$ cat src/rtl/spi_controller.sv
// SPI mode-0 initiator: one framed, full-duplex, MSB-first transfer of WIDTH bits per start.
// cs is active-high around the frame, with CLK_DIV cycles of setup and hold around the sclk burst.
module spi_controller #(
    parameter int unsigned WIDTH   = 8,
    parameter int unsigned CLK_DIV = 2
) (
    input  logic             clk,
    input  logic             reset,
    input  logic             start,
    input  logic [WIDTH-1:0] tx_data,
    output logic             busy,
    output logic             done,
    output logic [WIDTH-1:0] rx_data,
    output logic             cs,
    output logic             sclk,
    output logic             sdo,
    input  logic             sdi
);

    localparam int unsigned DIV_W  = $clog2(CLK_DIV) + 1;
    localparam int unsigned EDGE_W = $clog2(2 * WIDTH) + 1;
    localparam logic [DIV_W-1:0]  DIV_LAST  = DIV_W'(CLK_DIV - 1);
    localparam logic [EDGE_W-1:0] EDGE_LAST = EDGE_W'(2 * WIDTH - 1);

    typedef enum logic [2:0] {
        IDLE,
        SETUP,
        XFER,
        HOLD,
        DONE
    } state_t;

    state_t             state, state_d;
    logic [DIV_W-1:0]   div_cnt, div_cnt_d;
    logic [EDGE_W-1:0]  edge_cnt, edge_cnt_d;
    logic [WIDTH-1:0]   tx_shift, tx_shift_d;
    logic [WIDTH-1:0]   rx_shift, rx_shift_d;
    logic [WIDTH-1:0]   rx_data_d;
    logic [WIDTH-1:0]   tx_next;
    logic               cs_d, sclk_d, sdo_d, done_d, busy_d;
    logic               div_last;

    // State and all outputs registered; reset is synchronous and overrides any transfer
    always_ff @(posedge clk) begin
        if (!reset) begin
            state    <= IDLE;
            div_cnt  <= '0;
            edge_cnt <= '0;
            tx_shift <= '0;
            rx_shift <= '0;
            rx_data  <= '0;
            cs       <= 1'b0;
            sclk     <= 1'b0;
            sdo      <= 1'b0;
            done     <= 1'b0;
            busy     <= 1'b0;
        end else begin
            state    <= state_d;
            div_cnt  <= div_cnt_d;
            edge_cnt <= edge_cnt_d;
            tx_shift <= tx_shift_d;
            rx_shift <= rx_shift_d;
            rx_data  <= rx_data_d;
            cs       <= cs_d;
            sclk     <= sclk_d;
            sdo      <= sdo_d;
            done     <= done_d;
            busy     <= busy_d;
        end
    end

    assign div_last = (div_cnt == DIV_LAST);
    assign tx_next  = tx_shift << 1;

    // Next-state and next-output logic
    always_comb begin
        state_d    = state;
        div_cnt_d  = div_cnt;
        edge_cnt_d = edge_cnt;
        tx_shift_d = tx_shift;
        rx_shift_d = rx_shift;
        rx_data_d  = rx_data;
        cs_d       = cs;
        sclk_d     = sclk;
        sdo_d      = sdo;
        done_d     = 1'b0;

        unique case (state)
            IDLE: begin
                cs_d   = 1'b0;
                sclk_d = 1'b0;
                if (start) begin
                    tx_shift_d = tx_data;
                    sdo_d      = tx_data[WIDTH-1];
                    cs_d       = 1'b1;
                    div_cnt_d  = '0;
                    edge_cnt_d = '0;
                    state_d    = SETUP;
                end
            end
            SETUP: begin
                if (div_last) begin
                    div_cnt_d = '0;
                    state_d   = XFER;
                end else begin
                    div_cnt_d = div_cnt + DIV_W'(1);
                end
            end
            XFER: begin
                if (div_last) begin
                    div_cnt_d  = '0;
                    sclk_d     = ~sclk;
                    edge_cnt_d = edge_cnt + EDGE_W'(1);
                    if (!sclk) begin
                        rx_shift_d = WIDTH'({rx_shift, sdi});
                    end else if (edge_cnt == EDGE_LAST) begin
                        // Last falling edge: sdo holds, no new bit launched
                        edge_cnt_d = '0;
                        state_d    = HOLD;
                    end else begin
                        tx_shift_d = tx_next;
                        sdo_d      = tx_next[WIDTH-1];
                    end
                end else begin
                    div_cnt_d = div_cnt + DIV_W'(1);
                end
            end
            HOLD: begin
                if (div_last) begin
                    div_cnt_d = '0;
                    cs_d      = 1'b0;
                    done_d    = 1'b1;
                    rx_data_d = rx_shift;
                    state_d   = DONE;
                end else begin
                    div_cnt_d = div_cnt + DIV_W'(1);
                end
            end
            DONE: begin
                state_d = IDLE;
            end
            default: begin
                state_d = IDLE;
            end
        endcase

        busy_d = (state_d != IDLE);
    end

endmodule

$ cat config.mk
export PLATFORM = sky130hd
export DESIGN_NAME = spi_controller
export DESIGN_NICKNAME = d
export VERILOG_FILES = /design/src/rtl/spi_controller.sv
export SDC_FILE = /design/constraint.sdc
export NUM_CORES = 1
export LEC_CHECK = 0
export BUFFER_PORTS_ARGS = -buffer_cell sky130_fd_sc_hd__buf_2
export CAP_MARGIN = 20
export CORE_ASPECT_RATIO = 0.6
export CORE_MARGIN = 5
export CORE_UTILIZATION = 55
export DETAILED_ROUTE_END_ITERATION = 7
export PLACE_DENSITY = 0.74
export RECOVER_POWER = 50
export SYNTH_ARGS = -nofsm -noshare
export SYNTH_HDL_FRONTEND = slang
export SYNTH_SLANG_ARGS = --single-unit
$ cat constraint.sdc
create_clock -name clk -period 2.7 [get_ports clk]
set_clock_uncertainty 0.2 [all_clocks]
set_input_delay 0.54 -clock clk [delete_from_list [all_inputs] [get_ports clk]]
set_output_delay 0.54 -clock clk [all_outputs]
set_load 0.005 [all_outputs]
==> metrics.txt, run 1 <==
Crit. Startpoint=state[0]; worst slew pin tran=approximately 880 ps; syn_nets=179; fin crit share=between 70% and 80%; die area=~4200 um2; Initial Util=57.1%; worst hold endpoint=cs; Yosys reg bits=38; setup slack, reg-to-reg=610 ps; Tot GR Track Use=17.1%; CTS tree=done; synth-to-layout area growth=12.0%; fin util=a little under two thirds; Num Clock Sinks=38; pin count of the biggest net entering global routing=21; Clock transition at path regs=~70 ps; Critical Path Source Type=flop; post-CTS setup buffers=0; PortBufs=24; Syn Std Cell Area=1630 um2; antenna violations before repair=0; root buffer cell=clkbuf_8; min cycle time layout=between 2000 and 2500 ps; share of cells above drive strength 1=about 18%; Crit. End Element=flop; core area=~2900 um2; Detailed Place HPWL=about 2300 um; Die H=roughly 52 um; unrepaired setup endpoints after global routing=false; Slowest cell on crit path=nor2_1; vias in the first global route=between 1,000 and 1,500; fill cell count=242; Post-Route WL=roughly 3200 um; reg2reg path depth=4; Yosys top cell area share=about 47%; Ports=25; drt via density=roughly 5.7; row count=15; Min-Delay Startpoint=cs; Leak=0.818 nW; Placement Setup Slack=roughly 600 ps; Starting DRT DRC Count=87; CP arrival=~2100 ps; final cell count without fillers=between 200 and 250; Final Slew Violations=0; ANT nets after route=0; Resized cells post-CTS=0; setup TNS=0 ps; max incr delay on CP=slightly above 700 ps; via count=roughly 1,300; Power Density=between 500 and 600 nW/um2; nets@finish=200; Critical R2R Capture=rx_data[0]; critical path peak fanout=9; global-route wire length before repair=between 5000 and 6000 um; Slew HR=roughly two fifths; count of cell types in the netlist=36; H-tree level count=2; Hold Violations, Final=0; grt total ovfl=0; Post-route DRC=0; Syn Inst Count=about 170; final setup vio count=0; Worst Path Required=between 2000 and 3000 ps; routability congestion estimate=about 0.85; Reg-to-Reg Start=state[0]; DP Cell Count=around 220; Max-Cap Viols=0; setup ws final=610 ps; WHS Path Cells=2; largest area contributor in the netlist=dfxtp_1; total power=roughly 1.1 mW; Clk Latency, worst-skew pair=around 290 ps; fmax=between 400 and 500 MHz; antenna fix cells=0; DP Area=roughly 1700 um2; largest cells by area after synthesis=dfxtp_1 47%, mux2i_1 15%, nor2_1 5.1%; drt pass-1 iters=4; post-route cell area=approximately 1800 um2; Max rail drop VDD=0.000361 V; Hold Slack=between 200 and 300 ps; synth warn=0; Die X=between 80 and 90 um; syn_area_per_cell=~9.8 um2; status=finished clean; Worst Hold Class=flop to flop; register area share after synthesis=between 40% and 50%; drt wl/cell=between 10 and 15 um; TritonCTS buffer count=5; CP cell instances=nand4b_1, nor2_1, mux2i_1, nor2_1; WS Path Type=flop to flop; clock tree buffer depth=2; cts hold-fix bufs=0; CP most frequent cell=nor2_1
==> power breakdown <==
| part | internal, mW | switching, mW | leakage [nW] |
|---|---|---|---|
| Sequential | 0.580 | 0.0172 | 0.309 |
| Clock | 0.206 | 0.188 | 0.0482 |
| Combinational | 0.0394 | 0.0577 | 0.461 |
==> cell usage after synthesis <==
cell / instances
buf_4: 3
nand3_1: 7
a21o_1: 1
and4b_1: 1
a21oi_1: 14
a21oi_4: 1
nand2b_1: 2
a31oi_1: 3
nand2_1: 8
nor2b_1: 2
o21a_1: 1
o211a_1: 1
clkbuf_1: 4
mux2i_1: 24
and3_1: 2
nand4_1: 2
nand4b_1: 1
inv_1: 2
buf_6: 2
or3_1: 1
o31ai_2: 1
ha_1: 1
xnor2_1: 1
or3b_1: 1
xor2_1: 1
nor2_1: 22
nor2_2: 1
and3b_1: 1
dfxtp_1: 38
nor3_1: 1
o21ai_0: 4
nor3b_4: 1
o21ai_4: 1
buf_2: 2
a32o_1: 1
a311oi_1: 7
==> routing by layer <==
layer  routed length, um  track usage, %  up-vias
li1                    -               -      640
met1                1640            24.0      613
met2                1350            24.2       49
met3                 146            4.67       10
met4                  62            8.43        0
met5                   0               0        -
==> worst max-delay path: cells and delay by family, from the launching register on <==
family / cells / cell delay, ps
and+or+nand+nor: 3 / 970
DFF: 1 / 520
muxes: 1 / 300
==> sequential cells by signal, summed over array words and instances (netlist names) <==
name and count:
rx_shift 8, edge_cnt 5, cs 1, tx_shift 7
sclk 1, state 3, div_cnt 2, sdo 1
done 1, rx_data 8, busy 1
==> worst max-delay path by stage <==
| stage | end | slack [ps] | cells past startpoint |
|---|---|---|---|
| final | rx_data[0] | 610 | 4 |
| after global routing | rx_data[0] | 440 | 4 |
| after CTS | rx_shift[2] | 700 | 4 |
| after detailed placement | tx_shift[1] | 600 | 5 |
| after global placement | tx_shift[1] | 690 | 5 |
| after floorplan | tx_shift[4] | 970 | 6 |
==> cell usage in the layout, fill, tap and decap left out, types with 2 or more instances in the layout <==
cell / n
dfxtp_1: 38
mux2i_1: 24
nor2_1: 23
buf_2: 21
a21oi_1: 14
nand2_1: 8
nand3_1: 7
a311oi_1: 7
clkbuf_8: 6
o21ai_0: 4
clkbuf_1: 4
a31oi_1: 3
inv_1: 2
nand2b_1: 2
nor2b_1: 2
nand4_1: 2
and3_1: 2
==> kinds of logic (layout without fill, tap and decap cells) <==
family                   Yosys count  after routing  synth area share, %
buffers and inverters             13             35                 4.76
AND/OR/NAND/NOR                   53             53                 16.6
flip-flops                        38             38                 46.7
adder cells (fa/ha/maj)            1              1                0.768
multiplexers                      24             24                 14.7
XOR/XNOR                           2              2                 1.08
AO/OA/AOI/OAI                     35             35                 15.4
==> layout make-up <==
| class | count | area [um2] | share of cell area [%] |
|---|---|---|---|
| multi-input cells | 115 | 788 | 43.2 |
| flip-flops and latches | 38 | 761 | 41.7 |
| repair buffers | 25 | 124 | 6.79 |
| clock buffers | 7 | 86.3 | 4.73 |
| well taps | 42 | 52.6 | 2.88 |
| inverters | 2 | 7.51 | 0.412 |
| clock inverters | 1 | 5.00 | 0.274 |
Note: power is estimated with default switching activity, not from simulation.
==> run 2: changes to the inputs <==
--- a/config.mk
+++ b/config.mk
@@ -5,13 +5,14 @@
 export SDC_FILE = /design/constraint.sdc
 export NUM_CORES = 1
 export LEC_CHECK = 0
+export ABC_AREA = 1
 export BUFFER_PORTS_ARGS = -buffer_cell sky130_fd_sc_hd__buf_2
 export CAP_MARGIN = 20
 export CORE_ASPECT_RATIO = 0.6
 export CORE_MARGIN = 5
-export CORE_UTILIZATION = 55
+export CORE_UTILIZATION = 50
 export DETAILED_ROUTE_END_ITERATION = 7
-export PLACE_DENSITY = 0.74
+export PLACE_DENSITY = 0.7
 export RECOVER_POWER = 50
 export SYNTH_ARGS = -nofsm -noshare
 export SYNTH_HDL_FRONTEND = slang
==> constraint.sdc (replaced) <==
create_clock -name clk -period 1.77 [get_ports clk]
set_clock_uncertainty 0.2 [all_clocks]
set_input_delay 0.354 -clock clk [delete_from_list [all_inputs] [get_ports clk]]
set_output_delay 0.354 -clock clk [all_outputs]
set_load 0.005 [all_outputs]
==> run 2 against run 1 <==
Effect of this change: hold slack got worse by 190 ps; first-iteration DRC count fell by 17%; design area increased by 15%; combinational power is 110% higher; clock-buffer cell count decreased by 2; cell count up 38%; clock power is 87% higher; area after synthesis increased by 7.5%; largest cell class unchanged.
==> metrics.txt, run 2 <==
Worst Hold Class=input port to flop (was flop to flop); Detailed Place HPWL=2650 um (was 2330 um); worst slew pin tran=318 ps (was 879 ps); Post-synth ARST share=0% (unchanged); CP delay by family, top=simple AND/OR/NAND/NOR gates (unchanged); Worst Path Required=1810 ps (was 2680 ps); Yosys reg bits=38 (unchanged); Syn Inst Count=234 (was 166); root buffer cell=clkbuf_8 (unchanged); die area=4820 um2 (was 4190 um2); crit path buf inv count=2 (was 0); fin crit share=93.9% (was 77.4%); drt via density=4.90 (was 5.70); Clock transition at path regs=80 ps (was 70 ps); fin util=63.3% (was 63.9%); fmax=601 MHz (was 478 MHz); syn_nets=247 (was 179); Clk Latency, worst-skew pair=300 ps (was 290 ps); max incr delay on CP=370 ps (was 710 ps); Syn Std Cell Area=1750 um2 (was 1630 um2); syn_area_per_cell=7.48 um2 (was 9.81 um2); synth warn=0 (unchanged); Tot GR Track Use=17.1% (about the same); largest cells by area after synthesis=dfxtp_1 43%, nor2_1 13%, nand2_1 6.6% (was dfxtp_1 47%, mux2i_1 15%, nor2_1 5.1%); WS Path Type=flop to flop (unchanged); setup ws final=107 ps (was 610 ps); clock tree buffer depth=2 (unchanged); most frequent cells in the layout=58 x nor2_1, 36 x dfxtp_1, 32 x nand2_1, 20 x nand3_1, 18 x buf_2 (was 38 x dfxtp_1, 24 x mux2i_1, 23 x nor2_1, 21 x buf_2, 14 x a21oi_1); count of cell types in the netlist=28 (was 36); Placement Setup Slack=81.5 ps (was 601 ps); Critical Path Source Type=flop (unchanged); CP cell instances=inv_1, nand3_4, nor2_4, nand2_4, inv_2, nor2_1, nor2_1 (was nand4b_1, nor2_1, mux2i_1, nor2_1); cell with the most instances after synthesis=nor2_1 (was dfxtp_1); Post-route DRC=0 (unchanged); Crit. End Element=flop (unchanged); pin count of the biggest net entering global routing=16 (was 21); Final Slew Violations=0 (unchanged); TritonCTS buffer count=5 (unchanged); vias in the first global route=1,458 (was 1,171); CP arrival=1710 ps (was 2070 ps); PortBufs=24 (unchanged); Post-Route WL=3840 um (was 3200 um); Yosys top cell area share=43.5% (was 46.7%); setup TNS=0 ps (unchanged); Ports=25 (unchanged); final setup vio count=0 (unchanged); Initial Util=53.0% (was 57.1%); largest area contributor in the netlist=dfxtp_1 (unchanged); synth-to-layout area growth=19.4% (was 12.0%); CP most frequent cell=nor2_1 (unchanged); grt total ovfl=0 (unchanged); Max rail drop VDD=0.000499 V (was 0.000361 V); H-tree level count=2 (unchanged); Die H=55.8 um (was 52.2 um); nets@finish=284 (was 200); Regs by FF count=rx_data x8, rx_shift x8, tx_shift x7 (unchanged); Starting DRT DRC Count=72 (was 87); global-route wire length before repair=6560 um (was 5400 um); drt pass-1 iters=4 (unchanged); Power Density=885 nW/um2 (was 596 nW/um2); min cycle time layout=1660 ps (was 2090 ps); row count=16 (was 15); cts hold-fix bufs=0 (unchanged); antenna violations before repair=0 (unchanged); routability congestion estimate=0.804 (was 0.852); DP Area=1930 um2 (was 1740 um2); EDFF count, synth=0 (unchanged); CTS tree=done (unchanged); post-route cell area=2090 um2 (was 1820 um2); Synth top cells by count=59 x nor2_1, 38 x dfxtp_1, 31 x nand2_1 (was 38 x dfxtp_1, 24 x mux2i_1, 22 x nor2_1); total power=1.85 mW (was 1.09 mW); core area=3300 um2 (was 2850 um2); ANT nets after route=0 (unchanged); via count=1,552 (was 1,312); register area share after synthesis=43.5% (was 46.7%); Hold Violations, Final=0 (unchanged); share of cells above drive strength 1=25.7% (was 17.6%); Slowest cell on crit path=dfxtp_1 (was nor2_1); status=finished clean (unchanged); ys flop type=dfxtp_1 (unchanged); antenna fix cells=0 (unchanged); Slew HR=78.8% (was 41.2%); critical path peak fanout=10 (was 9); Max-Cap Viols=0 (unchanged); drt wl/cell=12.1 um (was 13.9 um); Leak=1.01 nW (was 0.818 nW); commonest non-fill, non-tap cell in the layout=nor2_1 (was dfxtp_1); Num Clock Sinks=38 (unchanged); Die X=86.4 um (was 80.3 um)
## run 2: timing repair
action	in CTS	in global routing
hold endpoints to repair	0	0
gates resized for setup	0	5
setup endpoints to repair	0	12
setup buffers	0	6
## run 2: metrics by stage
stage	hold WS, ps	cells
finish	95.0	317
global route	122	317
CTS	91.5	311
detailed placement	245	303
global placement	234	303
floorplan	227	234
## run 2: kinds of logic (layout without fill, tap and decap cells)
logic type / Yosys count / count (layout) / share of synthesized area [%]
flip-flops: 38 / 38 / 43.5
AND/OR/NAND/NOR: 135 / 135 / 39.2
buffers and inverters: 28 / 66 / 7.29
AO/OA/AOI/OAI: 32 / 32 / 9.36
adder cells (fa/ha/maj): 1 / 1 / 0.715
## run 2: area by class of cell
class                   instances  area, um2
flip-flops and latches         38        763
clock buffers                   5       68.8
multi-input cells             168        872
well taps                      45       56.3
repair buffers                 37        208
inverters                      21       81.3
clock inverters                 3       40.0
fillers                       314       1210
## run 2: report_power, final
group          leakage, nW  internal, mW  switching, mW
Clock               0.0579         0.415          0.322
Sequential           0.310         0.886         0.0210
Combinational        0.638        0.0812          0.125
Total                 1.01          1.38          0.467
## run 2: worst paths after layout
| kind | endpoint | depth (start not counted) | slack (ps) | startpoint |
|---|---|---|---|---|
| setup / recovery | rx_shift[2] | 7 | 110 | state[2] |
| hold / removal | rx_shift[0] | 3 | 100 | sdi |
| setup reg to reg | rx_shift[2] | 7 | 110 | state[2] |
| hold reg to reg | div_cnt[1] | 2 | 250 | div_cnt[1] |
## run 2: metal layers
layer	vias up	GRT usage (%)	wire, um
li1	828	-	-
met1	691	23.9	2020
met2	28	24.2	1580
met3	5	4.73	206
met4	0	7.33	34
met5	-	0	0
## run 2: worst register-to-register path, cell delays in order, from the launching register on
cell and delay [ps]:
dfxtp_1 370, inv_1 210, nand3_4 200, nor2_4 200, nand2_4 120, inv_2 150, nor2_1 60, nor2_1 100
